File: src/rtl/lfsr_pkg.sv
// Shared constants, types and the LFSR step rule for lfsr_share_ctrl.
// The x^10+x^7+1 step includes the all-zero lock-up guard.
package lfsr_pkg;

  localparam int LFSR_W      = 10;
  localparam int TAP_HI      = 9;
  localparam int TAP_LO      = 6;
  localparam int LFSR_PERIOD = 1023;

  typedef logic [LFSR_W-1:0] lfsr_t;

  typedef enum logic [1:0] {
    IDLE,
    SERVE,
    RESEED
  } ctrl_state_e;

  // An all-zero state can never leave zero, so the step restarts from the seed instead.
  function automatic lfsr_t lfsr_next(input lfsr_t s, input lfsr_t seed);
    if (s == '0) return seed;
    return {s[LFSR_W-2:0], s[TAP_HI] ^ s[TAP_LO]};
  endfunction

endpackage

File: src/rtl/lfsr_step_core.sv
// 10-bit Fibonacci LFSR register with load and step enable.
// Load wins over step; with neither asserted the state holds.
module lfsr_step_core
  import lfsr_pkg::*;
#(
  parameter lfsr_t SEED = 10'h200
) (
  input  logic  clk,
  input  logic  rst,
  input  logic  i_step,
  input  logic  i_load,
  input  lfsr_t i_load_val,
  output lfsr_t o_state
);

  lfsr_t r_state;

  // NOTE: sequential state uses non-blocking assignments so every flop samples pre-edge values.
  always_ff @(posedge clk) begin
    if (rst) begin
      r_state <= SEED;
    end else if (i_load) begin
      r_state <= i_load_val;
    end else if (i_step) begin
      r_state <= lfsr_next(r_state, SEED);
    end
  end

  assign o_state = r_state;

endmodule

File: src/rtl/lfsr_share_ctrl.sv
// Round-robin sharing of one LFSR among NUM_REQ requesters, with runtime reseed.
// Optional period checker built when LFSR_PERIOD_CHK_EN is defined.
module lfsr_share_ctrl
  import lfsr_pkg::*;
#(
  parameter int    NUM_REQ = 4,
  parameter lfsr_t SEED    = 10'h200
) (
  input  logic                       clk,
  input  logic                       rst,
  input  logic [NUM_REQ-1:0]         req,
  output logic [NUM_REQ-1:0]         gnt,
  output logic                       rnd_valid,
  output logic [LFSR_W-1:0]          rnd_data,
  output logic [$clog2(NUM_REQ)-1:0] rnd_id,
  input  logic                       seed_load,
  input  logic [LFSR_W-1:0]          seed_val,
  output logic                       busy,
  output logic                       period_wrap
);

  localparam int ID_W = $clog2(NUM_REQ);

  ctrl_state_e          r_state;
  ctrl_state_e          w_state_nxt;
  logic [ID_W-1:0]      r_ptr;
  logic [ID_W-1:0]      w_win_idx;
  logic [ID_W-1:0]      w_ptr_nxt;
  logic                 w_win_vld;
  logic                 w_grant;
  logic [NUM_REQ-1:0]   r_gnt;
  lfsr_t                r_rnd_data;
  logic [ID_W-1:0]      r_rnd_id;
  lfsr_t                w_lfsr;
  lfsr_t                w_load_val;

  assign w_load_val = (seed_val == '0) ? SEED : seed_val;

  lfsr_step_core #(
    .SEED (SEED)
  ) u_core (
    .clk        (clk),
    .rst        (rst),
    .i_step     (w_grant),
    .i_load     (seed_load),
    .i_load_val (w_load_val),
    .o_state    (w_lfsr)
  );

  // Search begins at r_ptr (one past the last winner) and wraps to 0.
  always_comb begin
    int idx;
    idx       = 0;
    w_win_vld = 1'b0;
    w_win_idx = '0;
    for (int k = 0; k < NUM_REQ; k++) begin
      idx = int'(r_ptr) + k;
      if (idx >= NUM_REQ) idx = idx - NUM_REQ;
      if (!w_win_vld && req[ID_W'(idx)]) begin
        w_win_vld = 1'b1;
        w_win_idx = ID_W'(idx);
      end
    end
  end

  assign w_ptr_nxt = (w_win_idx == ID_W'(NUM_REQ - 1)) ? '0 : w_win_idx + 1'b1;

  always_comb begin
    // NOTE: every output of this block gets a default first so no latch is inferred.
    w_state_nxt = r_state;
    w_grant     = 1'b0;
    if (seed_load) begin
      w_state_nxt = RESEED;
    end else begin
      unique case (r_state)
        IDLE: begin
          if (w_win_vld) begin
            w_state_nxt = SERVE;
            w_grant     = 1'b1;
          end
        end
        SERVE: begin
          if (w_win_vld) w_grant = 1'b1;
          else           w_state_nxt = IDLE;
        end
        RESEED: begin
          w_state_nxt = w_win_vld ? SERVE : IDLE;
          w_grant     = w_win_vld;
        end
        default: w_state_nxt = IDLE;
      endcase
    end
  end

  always_ff @(posedge clk) begin
    if (rst) begin
      r_state    <= IDLE;
      r_ptr      <= '0;
      r_gnt      <= '0;
      r_rnd_data <= '0;
      r_rnd_id   <= '0;
    end else begin
      r_state <= w_state_nxt;
      r_gnt   <= '0;
      if (w_grant) begin
        r_gnt      <= NUM_REQ'(1) << w_win_idx;
        r_rnd_data <= w_lfsr;
        r_rnd_id   <= w_win_idx;
        r_ptr      <= w_ptr_nxt;
      end
    end
  end

  assign gnt       = r_gnt;
  assign rnd_valid = |r_gnt;
  assign rnd_data  = r_rnd_data;
  assign rnd_id    = r_rnd_id;
  assign busy      = (r_state == RESEED);

`ifdef LFSR_PERIOD_CHK_EN
  logic [LFSR_W-1:0] r_step_cnt;
  lfsr_t             r_seed_ref;
  logic              r_period_wrap;

  // The count runs modulo the period so every later wrap also lands on 1023.
  always_ff @(posedge clk) begin
    if (rst) begin
      r_step_cnt    <= '0;
      r_seed_ref    <= SEED;
      r_period_wrap <= 1'b0;
    end else if (seed_load) begin
      r_step_cnt    <= '0;
      r_seed_ref    <= w_load_val;
      r_period_wrap <= 1'b0;
    end else begin
      r_period_wrap <= w_grant && (lfsr_next(w_lfsr, SEED) == r_seed_ref);
      if (w_grant) begin
        r_step_cnt <= (r_step_cnt == LFSR_W'(LFSR_PERIOD)) ? LFSR_W'(1) : r_step_cnt + 1'b1;
      end
    end
  end

  assign period_wrap = r_period_wrap;

`ifndef SYNTHESIS
  a_period_len : assert property (@(posedge clk) disable iff (rst)
    r_period_wrap |-> (r_step_cnt == LFSR_W'(LFSR_PERIOD)))
    else $error("period_wrap with step count %0d", r_step_cnt);
`endif
`else
  assign period_wrap = 1'b0;
`endif

endmodule
File: config.mk
export PLATFORM = sky130hd
export DESIGN_NAME = lfsr_share_ctrl
export DESIGN_NICKNAME = d
export VERILOG_FILES = /design/src/rtl/lfsr_pkg.sv /design/src/rtl/lfsr_step_core.sv /design/src/rtl/lfsr_share_ctrl.sv
export SDC_FILE = /design/constraint.sdc
export NUM_CORES = 1
export LEC_CHECK = 0
export BUFFER_PORTS_ARGS = -buffer_cell sky130_fd_sc_hd__buf_2
export CAP_MARGIN = 20
export CORE_MARGIN = 5
export CORE_UTILIZATION = 54
export CTS_BUF_LIST = sky130_fd_sc_hd__clkbuf_4 sky130_fd_sc_hd__clkbuf_8
export DETAILED_ROUTE_END_ITERATION = 8
export PLACE_DENSITY = 0.81
export SYNTH_ARGS = -nofsm -noshare
export SYNTH_HDL_FRONTEND = slang
export SYNTH_HIERARCHICAL = 1
export SYNTH_SLANG_ARGS = --single-unit
File: constraint.sdc
create_clock -name clk -period 2.59 [get_ports clk]
set_input_delay 0.518 -clock clk [delete_from_list [all_inputs] [get_ports clk]]
set_output_delay 0.518 -clock clk [all_outputs]
set_load 0.02 [all_outputs]
---- After elaboration in Yosys (flattened, before gate mapping) ----
Cells that the tools add are included.
word-level totals
  output and inout port bits .............. 19
  logic and storage cells ................. 91
  bits of input ports ..................... 17
  register bits ........................... 30
operators by class
  add/sub/neg operators ................... 8
  shifts and indexed selects .............. 1
  eq/ne operators ......................... 7
  order comparisons ....................... 8
  reductions and logical operators ........ 16
  muxes and demuxes ....................... 42
  bitwise gates (word level) .............. 2
operators with widths
  cell                                                                number
  two-way mux 10 bit                                                  5
  two-way mux 2 bit                                                   12
  logical NOT 10 bit                                                  2
  two-way mux 1 bit                                                   19
  less-than comparator 2 x 4 -> 1 bit (second input constant)         4
  greater-or-equal comparator 3 bit (second input constant)           3
  binary-select mux 1 bit (select 2 bit)                              4
  subtractor 2 x 1 -> 2 bit (second input constant)                   4
  adder 2 x 2 -> 3 bit (second input constant)                        2
  inequality test 3 bit (second input constant)                       2
  case mux 2 bit (3 select lines)                                     1
  OR reduction 2 bit                                                  3
  equality test 2 bit (second input constant)                         2
  inequality test 2 bit (second input constant)                       2
  AND reduction 2 bit                                                 2
  OR reduction 4 bit                                                  1
  << shifter 1 x 2 -> 4 bit (first input constant)                    1
  adder 2 x 1 -> 3 bit (second input constant)                        1
  greater-or-equal comparator 2 x 3 -> 1 bit (second input constant)  1
  logical AND 1 bit                                                   3
  logical NOT 1 bit                                                   3
  adder 2 x 1 -> 2 bit (second input constant)                        1
  equality test 2 x 1 -> 1 bit (second input constant)                1
  logical NOT 2 bit                                                   1
  4 further kinds                                                     4

---- Longest topological paths before layout ----
  depth in word-level cells ............... 24
  mapped depth ............................ 9
  mapped depth without buffers ............ 6

---- Modules after synthesis ----
The synthesis kept the hierarchy.
modules (own cells, without submodules)
  module           instances  area each (µm²)  seq. area each (µm²)  cells each
  lfsr_share_ctrl  1          902.1            400.4                 105
  lfsr_step_core   1          515.5            200.2                 50

---- Least setup slack after synthesis ----
No wires, ideal clock.
  kind .................................... in2reg
  start point ............................. input req[0]
  end point ............................... register u_core.r_state[1], in the netlist u_core/o_state[1]
  arrival ................................. 1.825 ns
  slack ................................... 0.636 ns
  stages .................................. 9
  required time ........................... 2.461 ns
  setup time .............................. 0.129 ns
  path buffers ............................ 3
  path through ............................ nor4_2 -> a211o_1 -> buf_6 -> inv_2 -> buf_6 -> buf_6 -> mux2_2 -> mux2i_1 -> nor2_1
between the ends
  word-level cells in the longest chain between the ends .. 17
  elaborated cells between the ends (all ways) .. 26
  classes of those cells .................. mux (19); reduce/logical (7)
RTL lines
  item                                                   RTL line                                      source
  start: declaration                                     lfsr_share_ctrl.sv:11                         input logic [NUM_REQ-1:0] req,
  binary-select mux 1 bit (select 2 bit)                 lfsr_share_ctrl.sv:59                         if (!w_win_vld && req[ID_W'(idx)]) begin
  two-way mux 1 bit (implied by the code) (2 in series)  lfsr_share_ctrl.sv:59
  two-way mux 1 bit                                      lfsr_share_ctrl.sv:59
  logical NOT 1 bit                                      lfsr_share_ctrl.sv:59
  logical AND 1 bit                                      lfsr_share_ctrl.sv:59
  two-way mux 1 bit                                      lfsr_share_ctrl.sv:59
  logical NOT 1 bit                                      lfsr_share_ctrl.sv:59
  logical AND 1 bit                                      lfsr_share_ctrl.sv:59
  two-way mux 1 bit                                      lfsr_share_ctrl.sv:59
  logical NOT 1 bit                                      lfsr_share_ctrl.sv:59
  logical AND 1 bit                                      lfsr_share_ctrl.sv:59
  two-way mux 1 bit (*)                                  lfsr_share_ctrl.sv:59
  two-way mux 1 bit                                      lfsr_share_ctrl.sv:77, lfsr_share_ctrl.sv:83
  case mux 1 bit (2 select lines) (*)                    lfsr_share_ctrl.sv:75                         unique case (r_state)
  two-way mux 1 bit (*)                                  lfsr_share_ctrl.sv:72                         if (seed_load) begin
  via w_grant                                            lfsr_share_ctrl.sv:30                         logic w_grant;
  nonzero test 2 bit (no line) (*)                       -
  end signal: assignment                                 lfsr_step_core.sv:23                          r_state <= i_load_val;
  end signal: assignment                                 lfsr_step_core.sv:25                          r_state <= lfsr_next(r_state, SEED);
  end: declaration                                       lfsr_step_core.sv:16                          lfsr_t r_state;
The timed path passes the listed nets; every way through them passes the cells marked *. The select of a mux whose other input is x is not followed.
A chain may end at the register's enable or synchronous reset.

---- Worst setup path after layout ----
  start point ............................. register r_gnt[1], in the netlist gnt[1]
  end point ............................... output rnd_valid
between the ends
  word-level cells in the longest chain between the ends .. 1
RTL lines
  item                      RTL line                source
  start: declaration        lfsr_share_ctrl.sv:31   logic [NUM_REQ-1:0] r_gnt;
  start signal: assignment  lfsr_share_ctrl.sv:106  r_gnt <= NUM_REQ'(1) << w_win_idx;
  OR reduction 4 bit        lfsr_share_ctrl.sv:115  assign rnd_valid = |r_gnt;
  end: declaration          lfsr_share_ctrl.sv:13   output logic rnd_valid,
Every way passes these cells.

==> results.py <==
metrics = {
    "clock_tree": {
        "path_clk_slew_ns": 0.09,
        "cts_max_level": 2,
        "cts_buffer_depth": 2,
        "cts_root_buf": "clkbuf_4",
        "cts_tree": "done",
        "cts-resized-gates": 0,
        "ctsHoldBuffers": 0,
        "post_cts_buffers": 0,
        "cts_buffers": 5,
        "cts_sinks": 30,
        "clkLatencyLatePin_ns": 0.34,
    },
    "timing": {
        "slew_headroom_pct": 61.5,
        "finalSetupTns_ns": 0,
        "finalWorstSetupSlack_ns": 0.748,
        "rsz0062_at_grt": "false",
        "tightestPinTransition_ns": 0.577,
        "period_needed_ns": 1.84,
        "clock_skew_ns": 0.00610,
        "setup_viol": 0,
        "slew_viol_final": 0,
        "final.period_utilization_pct": 71.1,
        "fmax_ghz": 0.543,
        "hold_viol": 0,
    },
    "setup_path": {
        "critical_path_arrival_ns": 1.32,
        "start_kind": "flop",
        "cp-end-kind": "primary output",
        "crit_fanout": 2,
        "path_class": "flop to primary output",
        "cp_data_required_time_ns": 2.07,
    },
    "power": {
        "swShare_pct": 28.6,
        "ir_drop_v": 0.000428,
        "p_per_area_nw_per_um2": 621,
        "p_comb_share_pct": 17.4,
        "p_seq_share_pct": 51.9,
        "p_clk_share_pct": 30.7,
        "internal-power_uw": 704,
        "leakage_nw": 0.719,
        "switchingPower_uw": 282,
    },
    "floorplanning": {
        "io-pin-count": 36,
        "num_rows": 18,
        "dieArea_um2": 3750,
        "initial_core_util_pct": 56.7,
        "core_area_um2": 2500,
        "die_w_um": 61.2,
        "dieHeight_um": 61.2,
    },
    "logic_synthesis": {
        "synth_fp_nets": 173,
        "syn_inst": 155,
        "synth-edff-count": 0,
        "ys_async_sr_fraction_pct": 0,
        "ys_seq_area_share_pct": 42.4,
        "synth_area_um2": 1420,
        "synth.avg_cell_area_um2": 9.15,
        "yosys_warnings": 6,
        "synth_cell_types": 36,
        "ys_ff_latch": 30,
        "synth_ff_type": "dfxtp_1",
    },
    "grt": {
        "grt_pass1_wl_um": 4620,
        "grtUsageTotal_pct": 17.0,
        "antenna_found_initial": 0,
        "grt_pass1_vias": 1111,
        "grt_max_degree": 28,
        "overflow": 0,
    },
    "placed_design": {
        "place_hpwl_um": 2130,
        "numPortBuffers": 34,
        "routabilityCongestion": 0.809,
        "dpl.cell_count": 202,
        "dp_slack_ns": 0.515,
    },
    "finish": {
        "instances_no_fill": 210,
        "utilization_pct": 63.5,
        "drive_above_1_share_pct": 37.2,
        "final_nets": 197,
        "fillers": 218,
        "num_antenna_cells": 0,
        "multi_input_comb_area_um2": 701,
        "seq_area_um2": 601,
        "syn2layout_area_growth_pct": 12.0,
    },
    "routing": {
        "vias_per_cell": 5.32,
        "ant_nets": 0,
        "wl_um": 2880,
        "wire_per_inst_um": 13.7,
        "first_pass_iters": 4,
        "drt-initial-drc-count": 21,
        "via_count": 1117,
        "drc_errors": 0,
    },
    "run": {
        "cap_violations": 0,
    },
    "outcome": {
        "status": "completed",
    },
    "min_path": {
        "hold_class": "input pin to flop",
    },
}
==> cells in the final DEF, fill, tap and decap left out, types with 3 or more instances in the layout <==
cell type and n:
buf_2 34, dfxtp_1 30, nand2_1 27, nor2_1 12
mux2i_1 10, a21oi_2 9, mux2_2 9, a21oi_1 7
clkbuf_4 6, nor4_1 4, a211o_1 3
==> kinds of logic after synthesis <==
family / Yosys count / share of synthesized area, %
other cells: 1 / 0.265
fa+ha+maj: 1 / 0.882
compound gates: 27 / 15.0
flops: 30 / 42.4
mux: 19 / 14.2
xor+xnor: 1 / 0.618
simple gates: 56 / 18.4
buf+inv: 20 / 8.21
==> metrics by stage <==
step / hold slack (ns) / power [mW] / cell area, um^2
detailed placement: 0.453 / 0.694 / 1520
finish: 0.431 / 0.987 / 1590
global route: 0.440 / 1.03 / 1590
global placement: 0.445 / 0.686 / 1520
CTS: 0.420 / 0.994 / 1590
floorplan: 0.446 / 0.654 / 1420
==> registers in the layout (all words and copies together), names as in the netlist <==
name	count
gnt	4
r_ptr	2
r_state	2
rnd_data	10
rnd_id	2
u_core/o_state	10
==> cell usage after synthesis, types with 2 or more instances <==
master | count | area, um^2
nand3b_1 | 2 | 15.0
mux2_2 | 9 | 101
dfxtp_1 | 30 | 601
nor4_1 | 4 | 25.0
mux2i_1 | 10 | 100
a21oi_1 | 7 | 35.0
o22a_1 | 2 | 17.5
buf_6 | 4 | 45.0
a21oi_2 | 9 | 78.8
a211o_1 | 3 | 26.3
buf_4 | 3 | 22.5
clkbuf_1 | 10 | 37.5
nor2_1 | 12 | 45.0
nor2b_1 | 2 | 12.5
nand2_1 | 27 | 101
==> critical path, stage by stage, from the launching register on <==
cell     delay, ns
dfxtp_1       0.32
or4_1         0.50
buf_2         0.17
==> final timing paths <==
check / end / depth (start not counted) / start / slack [ns]
worst max-delay path: rnd_valid / 2 / gnt[1]$_SDFF_PP0_ / 0.75
worst min-delay path: u_core/o_state[1]$_SDFFE_PP0P_ / 3 / seed_val[1] / 0.43
worst min register to register: rnd_data[7]$_SDFFE_PP0P_ / 2 / rnd_data[7]$_SDFFE_PP0P_ / 0.46
worst max register to register: u_core/o_state[6]$_SDFFE_PP0P_ / 5 / r_state[0]$_SDFFE_PP0P_ / 0.89
==> power by group through the flow <==
stage / Combinational [mW] / Sequential (mW) / Clock, mW
detailed placement: 0.172 / 0.522 / 0
global placement: 0.165 / 0.520 / 0
global route: 0.190 / 0.516 / 0.327
finish: 0.172 / 0.512 / 0.303
CTS: 0.173 / 0.511 / 0.310
floorplan: 0.125 / 0.529 / 0
==> metal layers <==
metal  vias to the layer above  part of all wire (%)  wire, um  GRT usage (%)
met5                         -                     0         0              0
met4                         0                   2.8        80           10.2
met3                         7                   5.9       169           5.24
met2                        25                    49      1410           28.5
met1                       512                    42      1220           18.8
li1                        573                     -         -              -
==> cell type report <==
class / instances / share of cell area, %
Multi-Input combinational cell: 105 / 44.1
Sequential cell: 30 / 37.8
Timing Repair Buffer: 35 / 11.2
Clock buffer: 7 / 3.70
Tap cell: 30 / 2.36
Inverter: 2 / 0.473
Clock inverter: 1 / 0.315
Note: power is estimated with default switching activity, not from simulation.
